[config.mk]
export PLATFORM = sky130hd
export DESIGN_NAME = cla_pipe_adder
export DESIGN_NICKNAME = d
export VERILOG_FILES = /design/src/rtl/cla_pipe_adder.sv
export SDC_FILE = /design/constraint.sdc
export NUM_CORES = 2
export LEC_CHECK = 0
export CAP_MARGIN = 25
export CORE_UTILIZATION = 56
export DETAILED_ROUTE_END_ITERATION = 8
export HOLD_SLACK_MARGIN = 0.08
export PLACE_DENSITY = 0.91
export SKIP_LAST_GASP = 1
export SLEW_MARGIN = 20
export SYNTH_ARGS = -nofsm -noshare
export SYNTH_HDL_FRONTEND = slang
export SYNTH_SLANG_ARGS = --single-unit
[constraint.sdc]
create_clock -name clk -period 3.52 [get_ports clk]
set_input_delay 0.704 -clock clk [delete_from_list [all_inputs] [get_ports clk]]
set_output_delay 0.704 -clock clk [all_outputs]
set_load 0.03 [all_outputs]
[src/rtl/cla_pipe_adder.sv]
// Pipelined carry-lookahead adder/subtractor, one SEG-bit slice per stage, LSB first.
// Optional two's-complement overflow output enabled by defining CLA_PIPE_OVF_EN.
module cla_pipe_adder #(
   parameter int WIDTH = 128,
   parameter int SEG   = 32
) (
   input  logic             clk,
   input  logic             rst_n,
   input  logic             in_valid,
   output logic             in_ready,
   input  logic             sub,
   input  logic             cin,
   input  logic [WIDTH-1:0] a,
   input  logic [WIDTH-1:0] b,
   output logic             out_valid,
   input  logic             out_ready,
   output logic [WIDTH-1:0] s,
   output logic             cout,
   output logic             gen,
   output logic             prop
`ifdef CLA_PIPE_OVF_EN
   ,
   output logic             ovf
`endif
);

   localparam int STAGES = WIDTH / SEG;
   localparam int LAST   = STAGES - 1;

   if ((SEG < 4) || ((SEG % 4) != 0) || ((WIDTH % SEG) != 0)) begin : g_bad_cfg
      $error("cla_pipe_adder: WIDTH must be a multiple of SEG, SEG a multiple of 4");
   end

   // Returns {group_g, group_p, sum} for one slice: 4-bit lookahead
   // groups chained through their group generate/propagate.
   function automatic logic [SEG+1:0] cla_seg(
      input logic [SEG-1:0] x,
      input logic [SEG-1:0] y,
      input logic           ci
   );
      logic [SEG-1:0] g;
      logic [SEG-1:0] p;
      logic [SEG-1:0] cv;
      logic           c;
      logic           g4;
      logic           p4;
      logic           gg;
      logic           pp;
      g  = x & y;
      p  = x ^ y;
      cv = '0;
      c  = ci;
      gg = 1'b0;
      pp = 1'b1;
      for (int j = 0; j < SEG / 4; j++) begin
         cv[4*j]   = c;
         cv[4*j+1] = g[4*j] | (p[4*j] & c);
         cv[4*j+2] = g[4*j+1] | (p[4*j+1] & g[4*j])
                   | (p[4*j+1] & p[4*j] & c);
         cv[4*j+3] = g[4*j+2] | (p[4*j+2] & g[4*j+1])
                   | (p[4*j+2] & p[4*j+1] & g[4*j])
                   | (p[4*j+2] & p[4*j+1] & p[4*j] & c);
         g4 = g[4*j+3] | (p[4*j+3] & g[4*j+2])
            | (p[4*j+3] & p[4*j+2] & g[4*j+1])
            | (p[4*j+3] & p[4*j+2] & p[4*j+1] & g[4*j]);
         p4 = &p[4*j +: 4];
         c  = g4 | (p4 & c);
         gg = g4 | (p4 & gg);
         pp = p4 & pp;
      end
      return {gg, pp, p ^ cv};
   endfunction

   logic             en;
   logic             pv [STAGES];
   logic             pc [STAGES];
   logic             pg [STAGES];
   logic             pp [STAGES];
   logic [WIDTH-1:0] pa [STAGES];
   logic [WIDTH-1:0] pb [STAGES];
   logic [WIDTH-1:0] ps [STAGES];

   // A stalled output freezes the whole pipe; otherwise bubbles advance too.
   assign en       = out_ready | ~out_valid;
   assign in_ready = en;

   for (genvar k = 0; k < STAGES; k++) begin : g_st
      logic             xv;
      logic             xc;
      logic             xg;
      logic             xp;
      logic [WIDTH-1:0] xa;
      logic [WIDTH-1:0] xb;
      logic [WIDTH-1:0] xs;
      logic [WIDTH-1:0] ns;
      logic [SEG+1:0]   r;
      logic             rv;
      logic             rc;
      logic             rg;
      logic             rp;
      logic [WIDTH-1:0] ra;
      logic [WIDTH-1:0] rb;
      logic [WIDTH-1:0] rs;
      logic             unused_ops;

      if (k == 0) begin : g_src
         assign xv = in_valid;
         assign xa = a;
         assign xb = sub ? ~b : b;
         assign xc = sub | cin;
         assign xs = '0;
         assign xg = 1'b0;
         assign xp = 1'b1;
      end else begin : g_src
         assign xv = pv[k-1];
         assign xa = pa[k-1];
         assign xb = pb[k-1];
         assign xc = pc[k-1];
         assign xs = ps[k-1];
         assign xg = pg[k-1];
         assign xp = pp[k-1];
      end

      assign r = cla_seg(xa[k*SEG +: SEG], xb[k*SEG +: SEG], xc);

      always_comb begin
         ns = xs;
         ns[k*SEG +: SEG] = r[SEG-1:0];
      end

      always_ff @(posedge clk or negedge rst_n) begin
         if (!rst_n) begin
            rv <= 1'b0;
            rc <= 1'b0;
            rg <= 1'b0;
            rp <= 1'b0;
            ra <= '0;
            rb <= '0;
            rs <= '0;
         end else if (en) begin
            rv <= xv;
            rc <= r[SEG+1] | (r[SEG] & xc);
            rg <= r[SEG+1] | (r[SEG] & xg);
            rp <= r[SEG] & xp;
            ra <= xa;
            rb <= xb;
            rs <= ns;
         end
      end

      assign pv[k] = rv;
      assign pc[k] = rc;
      assign pg[k] = rg;
      assign pp[k] = rp;
      assign pa[k] = ra;
      assign pb[k] = rb;
      assign ps[k] = rs;
      // Resolved operand slices are carried but never read again.
      assign unused_ops = ^{ra, rb};
   end

   assign out_valid = pv[LAST];
   assign s         = ps[LAST];
   assign cout      = pc[LAST];
   assign gen       = pg[LAST];
   assign prop      = pp[LAST];

`ifdef CLA_PIPE_OVF_EN
   // Carry into the MSB is a^b^s at that bit.
   assign ovf = pa[LAST][WIDTH-1] ^ pb[LAST][WIDTH-1]
              ^ ps[LAST][WIDTH-1] ^ pc[LAST];
`endif

endmodule
Yosys cells after proc, flatten, opt, wreduce, memory -nomap -nowiden
Index checks and enable logic that the tools add are counted.

Add/sub/neg operators: 0. Multiply operators: 0. Div/mod/pow operators: 0. Magnitude comparators: 0. Eq/ne operators: 0. Shift-type cells: 0. Mux-type cells: 1. Bitwise operators: 909. Reduce and logical (&&, ||, !) cells: 32.

Operators by type and width (count): $and A1 B1 Y1 (542); $or A1 B1 Y1 (353); $xor A32 B32 Y32 (8); $and A32 B32 Y32 (4); $mux W128 (1); $not A128 Y128 (1); $reduce_and A4 Y1 (32); $not A1 Y1 (1).

Register bits after elaboration: 1104. Latch bits: 0. Memory bits (writable): 0. Bits in read-only memories: 0. Output and inout bits: 133. Logic and storage cells: 968. Memories kept: 0.

Depth between registers and ports, before layout
Word-level depth: 23. Depth in mapped cells: 14.

Worst setup path before layout
Ideal clock, no wire load.

Path type: input-to-reg. Start: input port sub. End: register g_st[0].rs[24]. Data arrival time: 4.075 ns. Required time: 3.442 ns. Setup slack: -0.633 ns. Stages on the path: 13. Buffers on the path: 3. Cell sequence: clkbuf_1 > buf_1 > buf_1 > xor2_1 > ha_1 > a21oi_1 > o21ai_1 > a21o_1 > a221oi_1 > a21boi_2 > o21a_1 > fa_1 > a21oi_1.

Cells in the longest elaborated chain, start to end: 18. Elaborated cells between the ends (all ways): 71. Classes of those cells: 1 x mux; 64 x bitwise; 6 x reduce/logical.

Ends and longest elaborated chain: from (decl) (RTL line 11) `input logic sub,`; $mux W128 (RTL line 109) `assign xb = sub ? ~b : b;`; $xor A32 B32 Y32 or $and A32 B32 Y32 (tied branches) (RTL line 50, 49); $and A1 B1 Y1, on equally long branches (RTL line 63, 64, 65); $or A1 B1 Y1 (tied with other cells) (RTL line 63) `g4 = g[4*j+3] | (p[4*j+3] & g[4*j+2])`; $or A1 B1 Y1 or $and A1 B1 Y1 (tied branches) (RTL line 64, 65); $or A1 B1 Y1 (RTL line 65) `| (p[4*j+3] & p[4*j+2] & p[4*j+1] & g[4*j]);`; $or A1 B1 Y1 (RTL line 67) `c = g4 | (p4 & c);`; $and A1 B1 Y1 (RTL line 67); [... 2 more ...]; $or A1 B1 Y1 (RTL line 67); $and A1 B1 Y1 (RTL line 67); $or A1 B1 Y1 (RTL line 67); $and A1 B1 Y1 (RTL line 67); $or A1 B1 Y1 (RTL line 67); $and A1 B1 Y1 (RTL line 67); $or A1 B1 Y1 (RTL line 67); $xor A32 B32 Y32 (*) (RTL line 71) `return {gg, pp, p ^ cv};`; to (signal assigned) (RTL line 147) `rs <= ns;`; to (decl) (RTL line 103) `logic [WIDTH-1:0] rs;`.

Every way passes the cells marked *; elsewhere a longest branch is shown, timed or not. A chain may end at the register's enable or synchronous reset.

Worst setup path in the final report
Start: input port b[13]. End: register g_st[0].rs[29].

Cells in the longest elaborated chain, start to end: 16. Elaborated cells between the ends (all ways): 21. Classes of those cells: 1 x mux; 19 x bitwise; 1 x reduce/logical.

Ends and longest elaborated chain: from (decl) (RTL line 14) `input logic [WIDTH-1:0] b,`; $not A128 Y128 (RTL line 109); $mux W128 (*) (RTL line 109); $and A32 B32 Y32 or $xor A32 B32 Y32 (tied branches) (RTL line 49, 50); $and A1 B1 Y1, on equally long branches (RTL line 64, 65); $or A1 B1 Y1 or $and A1 B1 Y1 (tied branches) (RTL line 64, 65); $or A1 B1 Y1 (RTL line 65); $or A1 B1 Y1 (*) (RTL line 67); $and A1 B1 Y1 (*) (RTL line 67); $or A1 B1 Y1 (*) (RTL line 67); $and A1 B1 Y1 (*) (RTL line 67); $or A1 B1 Y1 (*) (RTL line 67); $and A1 B1 Y1 (*) (RTL line 67); $or A1 B1 Y1 (*) (RTL line 67); $and A1 B1 Y1 (*) (RTL line 57) `cv[4*j+1] = g[4*j] | (p[4*j] & c);`; $or A1 B1 Y1 (*) (RTL line 57); $xor A32 B32 Y32 (*) (RTL line 71).

Marked as above.

==> results.md <==
- DRC violation count after routing: 0
- Starting Density: 57.06%
- Combinational share of power: 41.3%
- Post-Route M1 WL: 33.67 mm
- Startpoint Class: primary input
- Highest-count cells in the layout ignoring fill and taps: 1721 x nand2_1, 720 x dfrtp_1, 391 x clkdlybuf4s50_1
- Gate Count Post-Synth: 3684
- Slew HR: between 30% and 40%
- Reg2Reg Setup Slack: 0.49 ns
- Initial antenna violation count: 7
- CP Class: primary input to flop
- Most common cell after layout, fill and taps aside: nand2_1
- First drt pass iteration count: 5
- Final worst path period share: 89.51%
- Final Non-Filler Cells: 4866
- First-pass GRT wire length: 133.2 mm
- CP max FO: 4
- CTS buffer count: 75
- H-tree Lvls: 3
- Pleak: 20.00 nW
- Synthesized flop and latch total: 720
- Main flop type after synthesis: dfrtp_1
- Final setup violation count: 0
- I/O Pins: 395
- Hold-fix buffers, CTS: 0
- Post_cts resized: 0
- CP Capture Type: flop
- Number of max-cap violations: 0
- Placed cells: 4731
- Skew final: 0.02211 ns
- End of the worst register-to-register path: g_st[2].rs[88]
- Slew @ Worst Pin: 0.9101 ns
- Sum Neg Setup Slack: 0 ns
- Worst endpoint required time: 3.99 ns
- Post-CTS Setup Inserts: 0
- Routability congestion estimate: 0.9113
- Number of warnings issued by yosys: 0
- Pwr per Cell Area: between 900 and 1000 mW/mm2
- Status: completed
- Share of layout cells above drive strength 1: around 4.9%
- Clock root buffer: clkbuf_16
- Fmax: 317.4 MHz
- Distinct cells, synth: 68
- Largest net degree at the start of global routing: 141
- Vias: 26270
- Number of flops mapped to enable cells by yosys: 0
- Mean post-synth cell area: 8.987 um2
- Hpwl dp: between 50 and 60 mm
- Core area: 0.05803 mm2
- CP Capture Point: g_st[0].rs[29]
- Final WL: 81.81 mm
- Clock transition at path regs: around 0.070 ns
- CTS tree: yes
- RSZ-0062 raised after global routing: no
- Final total power: 38.16 mW
- Die area: 0.06010 mm2
- Async SR Flop Fraction: 100.0%
- Internal power: about 23 mW
- Vias in the first global route: 26100
- Seq pwr share: 37.7%
- Synthesized net count: 4106
- DR iter-0 viols: 2152
- Fin. Hold Viols: 0
- Clock sinks: between 700 and 800
- Rows: 88
- Skew-Pair Late Insertion Delay: 0.62 ns
- Slew Limit Fails: 0
- Die W: approximately 250 um
- Via-to-Cell Ratio: between 5 and 6
- Setup ws final: 0.3693 ns
- IO Port Bufs: about 400
- Routed wl met3: 4.851 mm
- Arrival time worst endpoint: 3.62 ns
- Switching Fraction: around two fifths
- Hold/Removal Path Class: primary input to asynchronous set/reset pin
- Worst hold slack: 0.08381 ns
- Routed len/inst: between 15 and 20 um
- Final-stage net count: 4465
- Post-Place Setup Slack: -0.1811 ns
- Die span in y: 245.2 um
- Met2 wire length: a little under 40 mm
- Worst-case clock buffer depth: 3
- Sw Pwr: 15.15 mW
- Peak VDD IR: 753.8 uV
- Worst setup startpoint: b[13]
- GRT overflow: 0
- Post-route ant nets: 0
- FF-to-FF path depth: 11
- Sequential area share after synthesis: 54.42%
- Gr usage total: ~28%
- FF-to-FF Start: g_st[1].ra[77]
- Top sig layer: met5
- Layout area overhead: 22.44%
- Tmin final: 3.151 ns
- Synth Cell Area: 0.03311 mm2
- Clk network pwr share: 21.1%
-- logic make-up after synthesis --
kind of cell / after synthesis / share of synthesized area [%]
AOI/OAI and AO/OA: 434 / 7.789
xor gates and xnor gates: 212 / 5.608
adders and majority gates: 160 / 6.772
buffers and inverters: 231 / 2.623
DFF: 720 / 54.42
muxes: 1 / 0.03023
and+or+nand+nor: 1926 / 22.76
-- how the worst min path moves through the flow --
| stage | slack [ns] | cells past startpoint | end | startpoint |
|---|---|---|---|---|
| after CTS | 0.11 | 1 | g_st[2].ra[127] | rst_n |
| final | 0.08 | 1 | g_st[0].rb[123] | rst_n |
| after global placement | 0.44 | 2 | g_st[2].rv | g_st[2].rv |
| after global routing | 0.11 | 1 | g_st[1].ra[121] | rst_n |
| after detailed placement | 0.45 | 1 | out_valid | g_st[2].rv |
| after floorplan | 0.41 | 0 | cout | rst_n |
-- critical path: stages --
cell	delay [ns]
clkdlybuf4s50_1	0.47
xor2_1	0.25
ha_1	0.20
buf_4	0.14
nand4_1	0.13
nor3_1	0.27
o211ai_1	0.16
o21ai_1	0.25
a21boi_4	0.13
o21ba_2	0.26
fa_1	0.40
xor2_1	0.16
a21oi_1	0.09
-- power by group through the flow --
stage               logic, mW  clock network (mW)  registers [mW]
floorplan                9.34                   0            15.2
finish                   15.8                8.03            14.4
global placement         14.9                   0            14.3
CTS                      15.8                8.17            14.4
detailed placement       15.5                   0            14.4
global route             17.5                8.50            14.8
-- cell type report --
class,count,area [um2]
diodes,4,10.01
clock buffers,105,2142
clock inverters,26,354.1
fillers,4057,17490
inverters,55,214.0
multi-input cells,2733,14240
flip-flops and latches,720,18020
well taps,765,957.2
repair buffers,458,4603
-- synth_stat cells (all sizes together), types with 19 or more instances --
cell,count,share of area (%)
a21o,41,0.93
a21oi,121,1.9
and3,20,0.38
clkbuf,160,1.8
dfrtp,720,54
fa,32,1.9
ha,128,4.8
inv,55,0.62
nand2,1722,20
nand3,19,0.29
nor2,85,0.96
o21ai,193,2.9
xnor2,136,3.6
xor2,76,2.0
-- routing by layer --
metal | GRT usage (%) | vias up
li1 | - | 12520
met1 | 36.10 | 12740
met2 | 45.59 | 778
met3 | 5.489 | 221
met4 | 12.13 | 6
met5 | 0 | -
-- state kept, by name, indices dropped and copies added, names as in the netlist, 3 cells and up --
| name | flops |
|---|---|
| g_st.ra | 192 |
| g_st.rb | 192 |
| g_st.rc | 3 |
| g_st.rg | 3 |
| g_st.rp | 3 |
| g_st.rs | 192 |
| g_st.rv | 3 |
| s | 128 |
-- per-stage QoR --
step	util, %	area (um2)
finish	69.87	40540
detailed placement	65.55	38030
global placement	65.55	38030
global route	69.87	40540
CTS	69.85	40530
floorplan	-	33130
Power figures use the tool's default switching activity.
